<file path="src/rtl/serial_pattern_gen.sv">
// Serial bit-stream transmitter: latches pattern/length/reps on start and shifts the
// pattern out MSB-first, repeating the frame reps+1 times. Optional even-parity bit per frame
// is enabled by defining SERIAL_PATTERN_GEN_PARITY_EN.
module serial_pattern_gen #(
    parameter int MAX_LEN = 16,
    parameter int CNT_W   = 5,
    parameter int REP_W   = 4
) (
    input  logic               clk,
    input  logic               rst,
    input  logic               start,
    input  logic [MAX_LEN-1:0] pattern,
    input  logic [CNT_W-1:0]   length,
    input  logic [REP_W-1:0]   reps,
    output logic               X,
    output logic               valid,
    output logic               busy,
    output logic               done
);

    typedef enum logic [1:0] {
        IDLE  = 2'd0,
        SHIFT = 2'd1,
`ifdef SERIAL_PATTERN_GEN_PARITY_EN
        PAR   = 2'd2,
`endif
        FIN   = 2'd3
    } state_t;

`ifdef SERIAL_PATTERN_GEN_PARITY_EN
    // Even parity over the low n bits of a pattern.
    function automatic logic even_parity(input logic [MAX_LEN-1:0] bits, input logic [CNT_W-1:0] n);
        logic p;
        p = 1'b0;
        for (int i = 0; i < MAX_LEN; i++) begin
            p = p ^ (bits[i] & (CNT_W'(i) < n));
        end
        return p;
    endfunction
`endif

    state_t             state_q, state_d;
    logic [MAX_LEN-1:0] pat_q, pat_d;
    logic [CNT_W-1:0]   len_q, len_d;
    logic [CNT_W-1:0]   idx_q, idx_d;
    logic [REP_W-1:0]   reps_q, reps_d;
    logic [REP_W-1:0]   frame_q, frame_d;
    logic               x_q, x_d;
    logic               valid_q, valid_d;
    logic               busy_q, busy_d;
    logic               done_q, done_d;
`ifdef SERIAL_PATTERN_GEN_PARITY_EN
    logic               par_q, par_d;
`endif

    logic [CNT_W-1:0]   len_clamp_s;
    logic [MAX_LEN-1:0] start_shift_s;
    logic [MAX_LEN-1:0] top_shift_s;
    logic [MAX_LEN-1:0] next_shift_s;

    // Lengths above MAX_LEN are clamped; shifted copies give the bit to send next.
    assign len_clamp_s   = (length > CNT_W'(MAX_LEN)) ? CNT_W'(MAX_LEN) : length;
    assign start_shift_s = pattern >> (len_clamp_s - CNT_W'(1));
    assign top_shift_s   = pat_q >> (len_q - CNT_W'(1));
    assign next_shift_s  = pat_q >> (idx_q - CNT_W'(1));

    // State, latched transmission parameters and registered outputs.
    always_ff @(posedge clk) begin
        if (rst) begin
            state_q <= IDLE;
            pat_q   <= {MAX_LEN{1'b0}};
            len_q   <= {CNT_W{1'b0}};
            idx_q   <= {CNT_W{1'b0}};
            reps_q  <= {REP_W{1'b0}};
            frame_q <= {REP_W{1'b0}};
            x_q     <= 1'b0;
            valid_q <= 1'b0;
            busy_q  <= 1'b0;
            done_q  <= 1'b0;
`ifdef SERIAL_PATTERN_GEN_PARITY_EN
            par_q   <= 1'b0;
`endif
        end else begin
            state_q <= state_d;
            pat_q   <= pat_d;
            len_q   <= len_d;
            idx_q   <= idx_d;
            reps_q  <= reps_d;
            frame_q <= frame_d;
            x_q     <= x_d;
            valid_q <= valid_d;
            busy_q  <= busy_d;
            done_q  <= done_d;
`ifdef SERIAL_PATTERN_GEN_PARITY_EN
            par_q   <= par_d;
`endif
        end
    end

    // Next-state logic; outputs are computed for the next cycle and registered.
    always_comb begin
        state_d = state_q;
        pat_d   = pat_q;
        len_d   = len_q;
        idx_d   = idx_q;
        reps_d  = reps_q;
        frame_d = frame_q;
        x_d     = 1'b0;
        valid_d = 1'b0;
        busy_d  = 1'b0;
        done_d  = 1'b0;
`ifdef SERIAL_PATTERN_GEN_PARITY_EN
        par_d   = par_q;
`endif
        case (state_q)
            IDLE, FIN: begin
                if (start) begin
                    pat_d   = pattern;
                    len_d   = len_clamp_s;
                    reps_d  = reps;
                    frame_d = {REP_W{1'b0}};
`ifdef SERIAL_PATTERN_GEN_PARITY_EN
                    par_d   = even_parity(pattern, len_clamp_s);
`endif
                    if (len_clamp_s == {CNT_W{1'b0}}) begin
                        state_d = FIN;
                        done_d  = 1'b1;
                    end else begin
                        state_d = SHIFT;
                        idx_d   = len_clamp_s - CNT_W'(1);
                        x_d     = start_shift_s[0];
                        valid_d = 1'b1;
                        busy_d  = 1'b1;
                    end
                end else begin
                    state_d = IDLE;
                end
            end
            SHIFT: begin
                valid_d = 1'b1;
                busy_d  = 1'b1;
                if (idx_q != {CNT_W{1'b0}}) begin
                    idx_d = idx_q - CNT_W'(1);
                    x_d   = next_shift_s[0];
                end else begin
`ifdef SERIAL_PATTERN_GEN_PARITY_EN
                    state_d = PAR;
                    x_d     = par_q;
`else
                    if (frame_q < reps_q) begin
                        frame_d = frame_q + REP_W'(1);
                        idx_d   = len_q - CNT_W'(1);
                        x_d     = top_shift_s[0];
                    end else begin
                        state_d = FIN;
                        valid_d = 1'b0;
                        busy_d  = 1'b0;
                        done_d  = 1'b1;
                    end
`endif
                end
            end
`ifdef SERIAL_PATTERN_GEN_PARITY_EN
            PAR: begin
                if (frame_q < reps_q) begin
                    state_d = SHIFT;
                    frame_d = frame_q + REP_W'(1);
                    idx_d   = len_q - CNT_W'(1);
                    x_d     = top_shift_s[0];
                    valid_d = 1'b1;
                    busy_d  = 1'b1;
                end else begin
                    state_d = FIN;
                    done_d  = 1'b1;
                end
            end
`endif
            default: begin
                state_d = IDLE;
            end
        endcase
    end

    assign X     = x_q;
    assign valid = valid_q;
    assign busy  = busy_q;
    assign done  = done_q;

endmodule

</file>
<file path="config.mk">
export PLATFORM = sky130hd
export DESIGN_NAME = serial_pattern_gen
export DESIGN_NICKNAME = d
export VERILOG_FILES = /design/src/rtl/serial_pattern_gen.sv
export SDC_FILE = /design/constraint.sdc
export NUM_CORES = 1
export LEC_CHECK = 0
export CORE_ASPECT_RATIO = 0.6
export CORE_MARGIN = 4
export CORE_UTILIZATION = 58
export DETAILED_ROUTE_END_ITERATION = 10
export PLACE_DENSITY = 0.87
export REMOVE_ABC_BUFFERS = 1
export SYNTH_ARGS = -nofsm -noshare
export SYNTH_HDL_FRONTEND = slang
export SYNTH_SLANG_ARGS = --single-unit
</file>
<file path="constraint.sdc">
create_clock -name clk -period 7.5 [get_ports clk]
set_input_delay 1.5 -clock clk [delete_from_list [all_inputs] [get_ports clk]]
set_output_delay 1.5 -clock clk [all_outputs]
set_load 0.02 [all_outputs]
</file>
==> impl_metrics.yaml <==
critical_path:
  slowest_stage: "nor2b_1"
  crit_arrival_ns: 4.57
  endpoint_kind: "flip-flop"
  crit_path_end: "X"
  critical_path.most_common_cell: "mux4_2"
  r2r-start: "idx_q[0]"
  crit_fanout: 8
  r2r_end: "frame_q[0]"
  path_cells: "clkdlybuf4s50_1 > nor2b_1 > inv_1 > ha_1 > xnor2_2 > mux4_2 > mux4_2 > nand4_1 > o31ai_1"
  startpoint: "length[4]"
  slowest_delay_ns: 0.60
  required_ns: 7.69
  crit_type: "input pin to flip-flop"
  reg2reg_depth: 7
  worst_setup_path_start_kind: "input pin"
  regToRegSetupSlack_ns: 4.65
cells_and_area:
  final_nets: 317
  final_core_util_pct: 70.72
  syn2layout_area_growth_pct: 17.00
  drive_gt1_share_pct: 9.319
  num_antenna_cells: 0
  final_cell_mix: "55 x nand2_1, 39 x dfxtp_1, 31 x a21oi_1, 31 x clkdlybuf4s50_1, 18 x nor2_1"
  final_common_cell: "nand2_1"
logic_synthesis:
  yosysSeqAreaShare_pct: 34.90
  async_flop_share_pct: 0
  synth-edff-count: 0
  synth-seq-cells: 39
  synth_cells: 258
  ys_warn_count: 0
  yosysUniqueCellTypes: 37
  synthesis.area_sq_um: 2237
  synth.avg_cell_area_sq_um: 8.671
  ys.flop_type: "dfxtp_1"
clocking:
  cts_made_buffers: 5
  clk_path_buf_depth: 2
  clock-sinks: 39
  cts_resized: 0
  root_buffer: "clkbuf_8"
  cts_hold_buffers: 0
  ctsHtreeMaxLevel: 2
  clkSlewWorstSetupHoldPaths_ns: 0.07
  post_cts_buffers: 0
  cts_tree: "yes"
  clk_latency_ns: 0.30
timing:
  hold_violations: 0
  final.setup_skew_ns: 0.006234
  period_share_pct: 58.47
  layout_min_cycle_time_ns: 4.386
  fmaxAchievable_mhz: 228.0
  max_slew_margin_pct: 33.26
  tightest_slew_ns: 0.9986
  finalSetupTns_ns: 0
  drv_slew: 0
  rsz0062_at_grt: "no"
  finalSetupViolations: 0
run:
  maxCapViolations: 0
placement:
  hpwl_mm: 4.112
  numPortBuffers: 31
  gp_congestion: 0.9212
status:
  run_status: "completed"
floorplanning:
  die_h_um: 56.11
  pin_count: 32
  core_sq_um: 3701
  start_util_pct: 60.45
  fp.dieW_um: 88.18
  row_count: 17
  dieArea_sq_um: 4947
min_path:
  hold_path_class: "flip-flop to flip-flop"
global_routing:
  grt_usage_pct: 23.86
  grt_pass1_wl_mm: 8.907
  grt_pass1_vias: 1757
  grt-ovfl-total: 0
  antenna_found_initial: 0
  grt_max_degree: 38
routing:
  drtAntennaViolNets: 0
  viasPerCell: 5.985
  drt_wl_total_mm: 5.520
  drt_pass1_iterations: 5
  wire_per_inst_um: 16.93
  drcViolationCount: 0
  drtIter0Drc: 181
  detailroute.via_count: 1951
power_and_ir_drop:
  power.density_nw_per_um2: 219.5
  ir_drop_mv: 0.1367
  leakagePower_uw: 0.0009404
## cell type report
type / count / area [sq um]
Multi-Input combinational cell: 188 / 1335
Fill cell: 317 / 1084
Sequential cell: 39 / 780.7
Timing Repair Buffer: 32 / 317.8
Clock buffer: 6 / 72.57
Tap cell: 47 / 58.81
Inverter: 14 / 52.55
## logic make-up after synthesis
logic type,after synthesis,synth area share [%]
adder cells (fa/ha/maj),9,5.034
flip-flops,39,34.90
XOR/XNOR,9,3.859
AO/OA/AOI/OAI,55,14.82
AND/OR/NAND/NOR,95,18.51
buffers and inverters,31,5.425
multiplexers,20,17.45
## flip-flops by register name, summed over array words and instances, names as in the netlist
signal   flops
busy         1
X            1
frame_q      4
reps_q       4
state_q      2
len_q        5
done         1
idx_q        5
pat_q       16
## synthesized netlist by cell type, types with 2 or more instances
library cell	n	area, sq um
dfxtp_1	39	780.8
nor4b_1	2	17.52
nand2_1	55	206.5
a21boi_0	2	15.01
nor3b_1	3	22.52
nor2_1	18	67.56
mux4_2	15	337.8
o21ai_0	3	15.01
xor2_1	2	17.52
clkbuf_1	15	56.30
ha_1	9	112.6
mux2_2	2	22.52
a31oi_1	3	18.77
a211oi_1	7	52.55
nor2b_1	3	18.77
a21oi_1	31	155.2
nor3_1	5	25.02
inv_1	14	52.55
xnor2_1	6	52.55
nand2b_1	4	25.02
mux2i_1	3	30.03
nand3_1	2	10.01
## stage by stage
stage / std cells / total power, uW / hold WS (ns) / cell area (sq um) / worst slack, ns
finish: 326 / 574.6 / 0.4632 / 2618 / 3.114
global route: 326 / 605.4 / 0.4880 / 2618 / 2.907
CTS: 326 / 572.4 / 0.4613 / 2618 / 3.134
detailed placement: 320 / 442.5 / 0.4526 / 2545 / 2.830
global placement: 320 / 435.9 / 0.4469 / 2545 / 3.010
floorplan: 241 / 379.0 / 0.4303 / 2168 / 3.700
## worst max-delay path, delay by kind of cell
family	cells	cell delay, ns
AO/OA/AOI/OAI	1	0.08
XOR/XNOR	1	0.36
adder cells (fa/ha/maj)	1	0.28
buffers and inverters	2	0.66
multiplexers	2	1.00
AND/OR/NAND/NOR	2	0.70
## power breakdown
| part | internal [uW] | leakage [uW] | switching, uW |
|---|---|---|---|
| Clock | 62.0 | 0.0000371 | 71.2 |
| Sequential | 227 | 0.000320 | 18.7 |
| Combinational | 90.1 | 0.000583 | 106 |
## metal layers
metal | track usage [%] | part of all wire, %
met1 | 36.68 | 48
met2 | 31.84 | 42
met3 | 5.917 | 8.1
met4 | 8.405 | 1.6
met5 | 0 | 0
## worst min-delay path by stage
stage,from,endpoint,slack [ns],cells past startpoint
detailed placement,reps_q[0],reps_q[0],0.45,2
floorplan,reps_q[1],reps_q[1],0.43,2
finish,reps_q[2],reps_q[2],0.46,2
global placement,reps_q[3],reps_q[3],0.45,2
CTS,reps_q[0],reps_q[0],0.46,2
global route,reps_q[3],reps_q[3],0.49,2
Power figures use the tool's default switching activity.
==> RTL edit 1: new RTL, config.mk and constraints unchanged <==
Change the parameter `CNT_W` from 5 to 10.
--- a/src/rtl/serial_pattern_gen.sv
+++ b/src/rtl/serial_pattern_gen.sv
@@ -4,5 +4,5 @@
 module serial_pattern_gen #(
     parameter int MAX_LEN = 16,
-    parameter int CNT_W   = 5,
+    parameter int CNT_W   = 10,
     parameter int REP_W   = 4
 ) (
Ports: changed (resized length); port bits go from 32 to 37. The function was not compared with the original's and may differ.
==> RTL edit 1 against the unedited design <==
Clock power grew 15%. Sequential cell count grew 10. Worst setup slack lost 630 ps. Synthesized cell count grew 48%. Total power grew 92%. Cell area grew 34%. Area after synthesis grew 39%. Non-clock buffer count grew 6. Wire length grew 50%. Largest power group is now combinational logic.
==> RTL edit 1: results (changes against the unedited design) <==
SYNTHESIS
---------------------------------------------------------------------------
Count of different cell masters after synthesis                          55   was 37
Ranking of synthesized cells by area                           sky130_fd_sc_hd__dfxtp_1 (32%), sky130_fd_sc_hd__nand2_1 (8.0%), sky130_fd_sc_hd__mux4_2 (8.0%)   was sky130_fd_sc_hd__dfxtp_1 (35%), sky130_fd_sc_hd__mux4_2 (15%), sky130_fd_sc_hd__nand2_1 (9.2%)
Most common library cells after synthesis                      sky130_fd_sc_hd__nand2_1 (66), sky130_fd_sc_hd__dfxtp_1 (49), sky130_fd_sc_hd__a21oi_1 (40)   was sky130_fd_sc_hd__nand2_1 (55), sky130_fd_sc_hd__dfxtp_1 (39), sky130_fd_sc_hd__a21oi_1 (31)
Post-synthesis instance total                                           382   was 258

LAYOUT
---------------------------------------------------------------------------
Top flop regs                                                  pat_q (16), idx_q (10), len_q (10)   was pat_q (16), idx_q (5), len_q (5)
Count of fill cells added during filler insertion                       422   was 317
Net count, final                                                        444   was 317
Fraction of final layout cells sized beyond drive strength 1          8.19%   was 9.32%

GLOBAL ROUTE
---------------------------------------------------------------------------
Global-route wire length before repair                            13,700 um   was 8910 um
Number of global-route vias before repair                             2,702   was 1,757
Aggregate global-route resource usage                                 26.2%   was 23.9%

RUN STATUS
---------------------------------------------------------------------------
Outcome                                                        finished clean   unchanged

POWER AND IR DROP
---------------------------------------------------------------------------
Sw Pwr                                                             0.492 mW   was 0.196 mW
Leak Pwr                                                            1.27 nW   was 0.940 nW
Power dissipated in combinational cells                            0.590 mW   was 0.196 mW
Part of the total power dissipated in the clock network               13.8%   was 23.2%

DETAILED ROUTING
---------------------------------------------------------------------------
Met2 wire length                                                    3430 um   was 2310 um
DR iter-0 viols                                                         364   was 181
Detailed Routing Iterations Pass 1                                        4   was 5
Routed wire length per instance                                     17.7 um   was 16.9 um
Amount of wire on met3 after detailed routing                        984 um   was 445 um
Detailed-route wire length                                          8300 um   was 5520 um
Vias                                                                  3,055   was 1,951

SETUP PATH
---------------------------------------------------------------------------
Capture instance of the worst register-to-register path            idx_q[8]   was frame_q[0]
Slowest CP cell                                                sky130_fd_sc_hd__nor4_1   was sky130_fd_sc_hd__nor2b_1
Cell family with most CP delay                                 simple AND/OR/NAND/NOR gates   was multiplexers
Delay contributed by the slowest stage of the critical path          760 ps   was 600 ps

TIMING
---------------------------------------------------------------------------
Final setup skew                                                    3.95 ps   was 6.23 ps
Worst-margin pin slew                                               1020 ps   was 999 ps

PLACE
---------------------------------------------------------------------------
Number of buffer cells added on primary ports                            36   was 31
Placed insts                                                            461   was 320

-- RTL edit 1: area by class of cell --
cell class	count	area, sq um	area share [%]
sequential	49	981	27.9
clock inverter	2	10.0	0.285
clock buffer	6	72.6	2.07
tap	66	82.6	2.35
inverter	13	48.8	1.39
multi-input combinational	295	1940	55.3
timing repair buffer	38	375	10.7
-- RTL edit 1: metal layers --
metal  vias to the layer above  track usage (%)
met3                        16             6.88
met2                       191             37.4
met4                         0             4.26
met5                         -                0
li1                       1412                -
met1                      1436             40.0
-- RTL edit 1: metrics by stage --
| stage | area [sq um] | power (mW) | util, % | hold slack (ps) | setup slack (ps) |
|---|---|---|---|---|---|
| finish | 3510 | 1.11 | 68.5 | 460 | 2490 |
| global route | 3510 | 1.18 | 68.5 | 486 | 2270 |
| global placement | 3430 | 0.922 | 66.9 | 444 | 2520 |
| floorplan | 2970 | 0.776 | - | 430 | 3420 |
| detailed placement | 3430 | 0.939 | 66.9 | 451 | 2310 |
| CTS | 3510 | 1.09 | 68.5 | 463 | 2610 |
-- RTL edit 1: cells by family after synthesis --
kind of cell / after synthesis / share of synthesized area [%]
flops: 49 / 31.5
fa+ha+maj: 9 / 3.62
compound gates: 86 / 18.4
buf+inv: 38 / 6.00
mux: 20 / 10.9
simple gates: 163 / 24.7
xor+xnor: 17 / 4.79
-- RTL edit 1: worst max-delay path by stage --
| stage | end | slack (ps) | depth (start not counted) | from |
|---|---|---|---|---|
| CTS | idx_q[1] | 2610 | 10 | length[5] |
| global placement | idx_q[8] | 2520 | 10 | length[5] |
| finish | idx_q[8] | 2490 | 10 | length[5] |
| detailed placement | idx_q[1] | 2310 | 10 | length[5] |
| global route | idx_q[3] | 2270 | 10 | length[5] |
| floorplan | idx_q[8] | 3420 | 9 | length[5] |
==> RTL edit 2: new RTL, config.mk and constraints unchanged <==
Made on the original files. Encoding of `state_t`: now one-hot (3 bits for 3 states).
--- a/src/rtl/serial_pattern_gen.sv
+++ b/src/rtl/serial_pattern_gen.sv
@@ -19,11 +19,11 @@
 );
 
-    typedef enum logic [1:0] {
-        IDLE  = 2'd0,
-        SHIFT = 2'd1,
+    typedef enum logic [2:0] {
+        IDLE  = 3'b001,
+        SHIFT = 3'b010,
 `ifdef SERIAL_PATTERN_GEN_PARITY_EN
         PAR   = 2'd2,
 `endif
-        FIN   = 2'd3
+        FIN   = 3'b100
     } state_t;
 
Behaviour: same outputs for any inputs over 10 cycles, from zero or initial values and one cycle with rst high; not proved beyond that.
==> RTL edit 2 against the unedited design <==
Worst hold slack got worse by 4.0 ps. Via count fell by 0.51%. Global-route usage fell by 0.063 points. Largest power group is now clock. Total power rose by 8.3%. Worst setup slack got worse by 160 ps. Clock skew barely moved. Sequential cell count rose by 1. Final cell count rose by 1.5%. Cell area rose by 3.8%. Area after synthesis fell by 1.3%. Fmax fell by 3.6%. Wire length fell by 5.1%. Count of clock-buffer cells in the layout fell by 1.
==> RTL edit 2: results (changes against the unedited design) <==
GLOBAL ROUTE
------------------------------------------------------------------------------
Aggregate global-route resource usage                                    23.8%   was 23.9%
GR met2 Demand/Resource                                                  34.8%   was 31.8%
Grt met3 use                                                             7.10%   was 5.92%

LAYOUT
------------------------------------------------------------------------------
Count of fill cells added during filler insertion                          295   was 317
Number of standard cells in the final layout excluding fillers             331   was 326
Fraction of final layout cells sized beyond drive strength 1             11.3%   was 9.32%

PLACE
------------------------------------------------------------------------------
Total cell area at the placement stage                            0.00256 sq mm   was 0.00254 sq mm
Worst slack at placement                                               2640 ps   was 2830 ps
Global placement routability congestion                                  0.950   was 0.921
Final HPWL DP                                                          3940 um   was 4110 um

TIMING
------------------------------------------------------------------------------
Final setup skew                                                       6.37 ps   was 6.23 ps
Worst-margin pin slew                                                   554 ps   was 999 ps
PnR worst setup slack                                                  2950 ps   was 3110 ps
Worst hold-check slack                                                  459 ps   was 463 ps

POWER AND IR DROP
------------------------------------------------------------------------------
Seq. pwr                                                              0.240 mW   was 0.245 mW
Leak Pwr                                                              0.986 nW   was 0.940 nW
Internal power contribution                                           0.461 mW   was 0.379 mW
Fraction of power spent switching nets                                   25.9%   was 34.1%

SYNTHESIS
------------------------------------------------------------------------------
Ranking of synthesized cells by area                              sky130_fd_sc_hd__dfxtp_1 (36%), sky130_fd_sc_hd__mux4_2 (14%), sky130_fd_sc_hd__nand2_1 (9.7%)   was sky130_fd_sc_hd__dfxtp_1 (35%), sky130_fd_sc_hd__mux4_2 (15%), sky130_fd_sc_hd__nand2_1 (9.2%)
Part of the Yosys area used for sequential elements                      36.3%   was 34.9%
Count of different cell masters after synthesis                             40   was 37

DETAILED ROUTING
------------------------------------------------------------------------------
DR iter-0 viols                                                            185   was 181
Detailed Routing Iterations Pass 1                                           4   was 5
Routed wire length per instance                                        15.8 um   was 16.9 um
Vias                                                                     1,941   was 1,951

HOLD PATH
------------------------------------------------------------------------------
Hold path start                                                      reps_q[0]   was reps_q[2]

RUN STATUS
------------------------------------------------------------------------------
Outcome                                                           finished clean   unchanged

SETUP PATH
------------------------------------------------------------------------------
Slowest CP cell                                                   sky130_fd_sc_hd__mux4_2   was sky130_fd_sc_hd__nor2b_1
Number of cell instances on the worst register-to-register path              6   was 7

==> RTL edit 2: cell types whose count changed in the layout (fill, tap and decap cells not counted), sizes merged, moves of 3 or more <==
cell / delta
nor3: +4
nand3b: +3
bufinv: +3
buf: +4
inv: -5
xor2: +4
==> RTL edit 2: worst register-to-register path, cell delays in order (launching register included) <==
cell                      delay [ps]
sky130_fd_sc_hd__dfxtp_1         550
sky130_fd_sc_hd__inv_1            90
sky130_fd_sc_hd__ha_1            430
sky130_fd_sc_hd__mux4_2          530
sky130_fd_sc_hd__mux4_2          460
sky130_fd_sc_hd__nor3b_1         160
sky130_fd_sc_hd__a211o_1         230
==> RTL edit 2: how the worst max path moves through the flow <==
stage                          from  endpoint
after CTS                 length[4]         X
after floorplan           length[0]         X
after global routing      length[4]         X
final                     length[4]         X
after detailed placement  length[4]         X
after global placement    length[4]         X
==> RTL edit 2: cell families (layout without fill, tap and decap cells) <==
family	count (synthesis)	after routing	synth area share [%]
AND/OR/NAND/NOR	105	105	21.3
AO/OA/AOI/OAI	51	51	13.9
flip-flops	40	40	36.3
buffers and inverters	23	53	4.08
multiplexers	17	17	15.7
XOR/XNOR	11	11	4.71
adder cells (fa/ha/maj)	7	7	3.97
==> RTL edit 2: final cells by class <==
cell class / count / area (sq um) / share of cell area, %
multi-input cells: 191 / 1320 / 48.5
flip-flops and latches: 40 / 801 / 29.5
repair buffers: 36 / 348 / 12.8
clock inverters: 3 / 90.1 / 3.32
clock buffers: 5 / 68.8 / 2.53
well taps: 47 / 58.8 / 2.16
inverters: 9 / 33.8 / 1.24
==> RTL edit 2: routing by layer <==
layer / routed length (um) / up-vias
li1: - / 953
met5: 0 / -
met1: 2350 / 889
met4: 122 / 0
met2: 2280 / 88
met3: 484 / 11
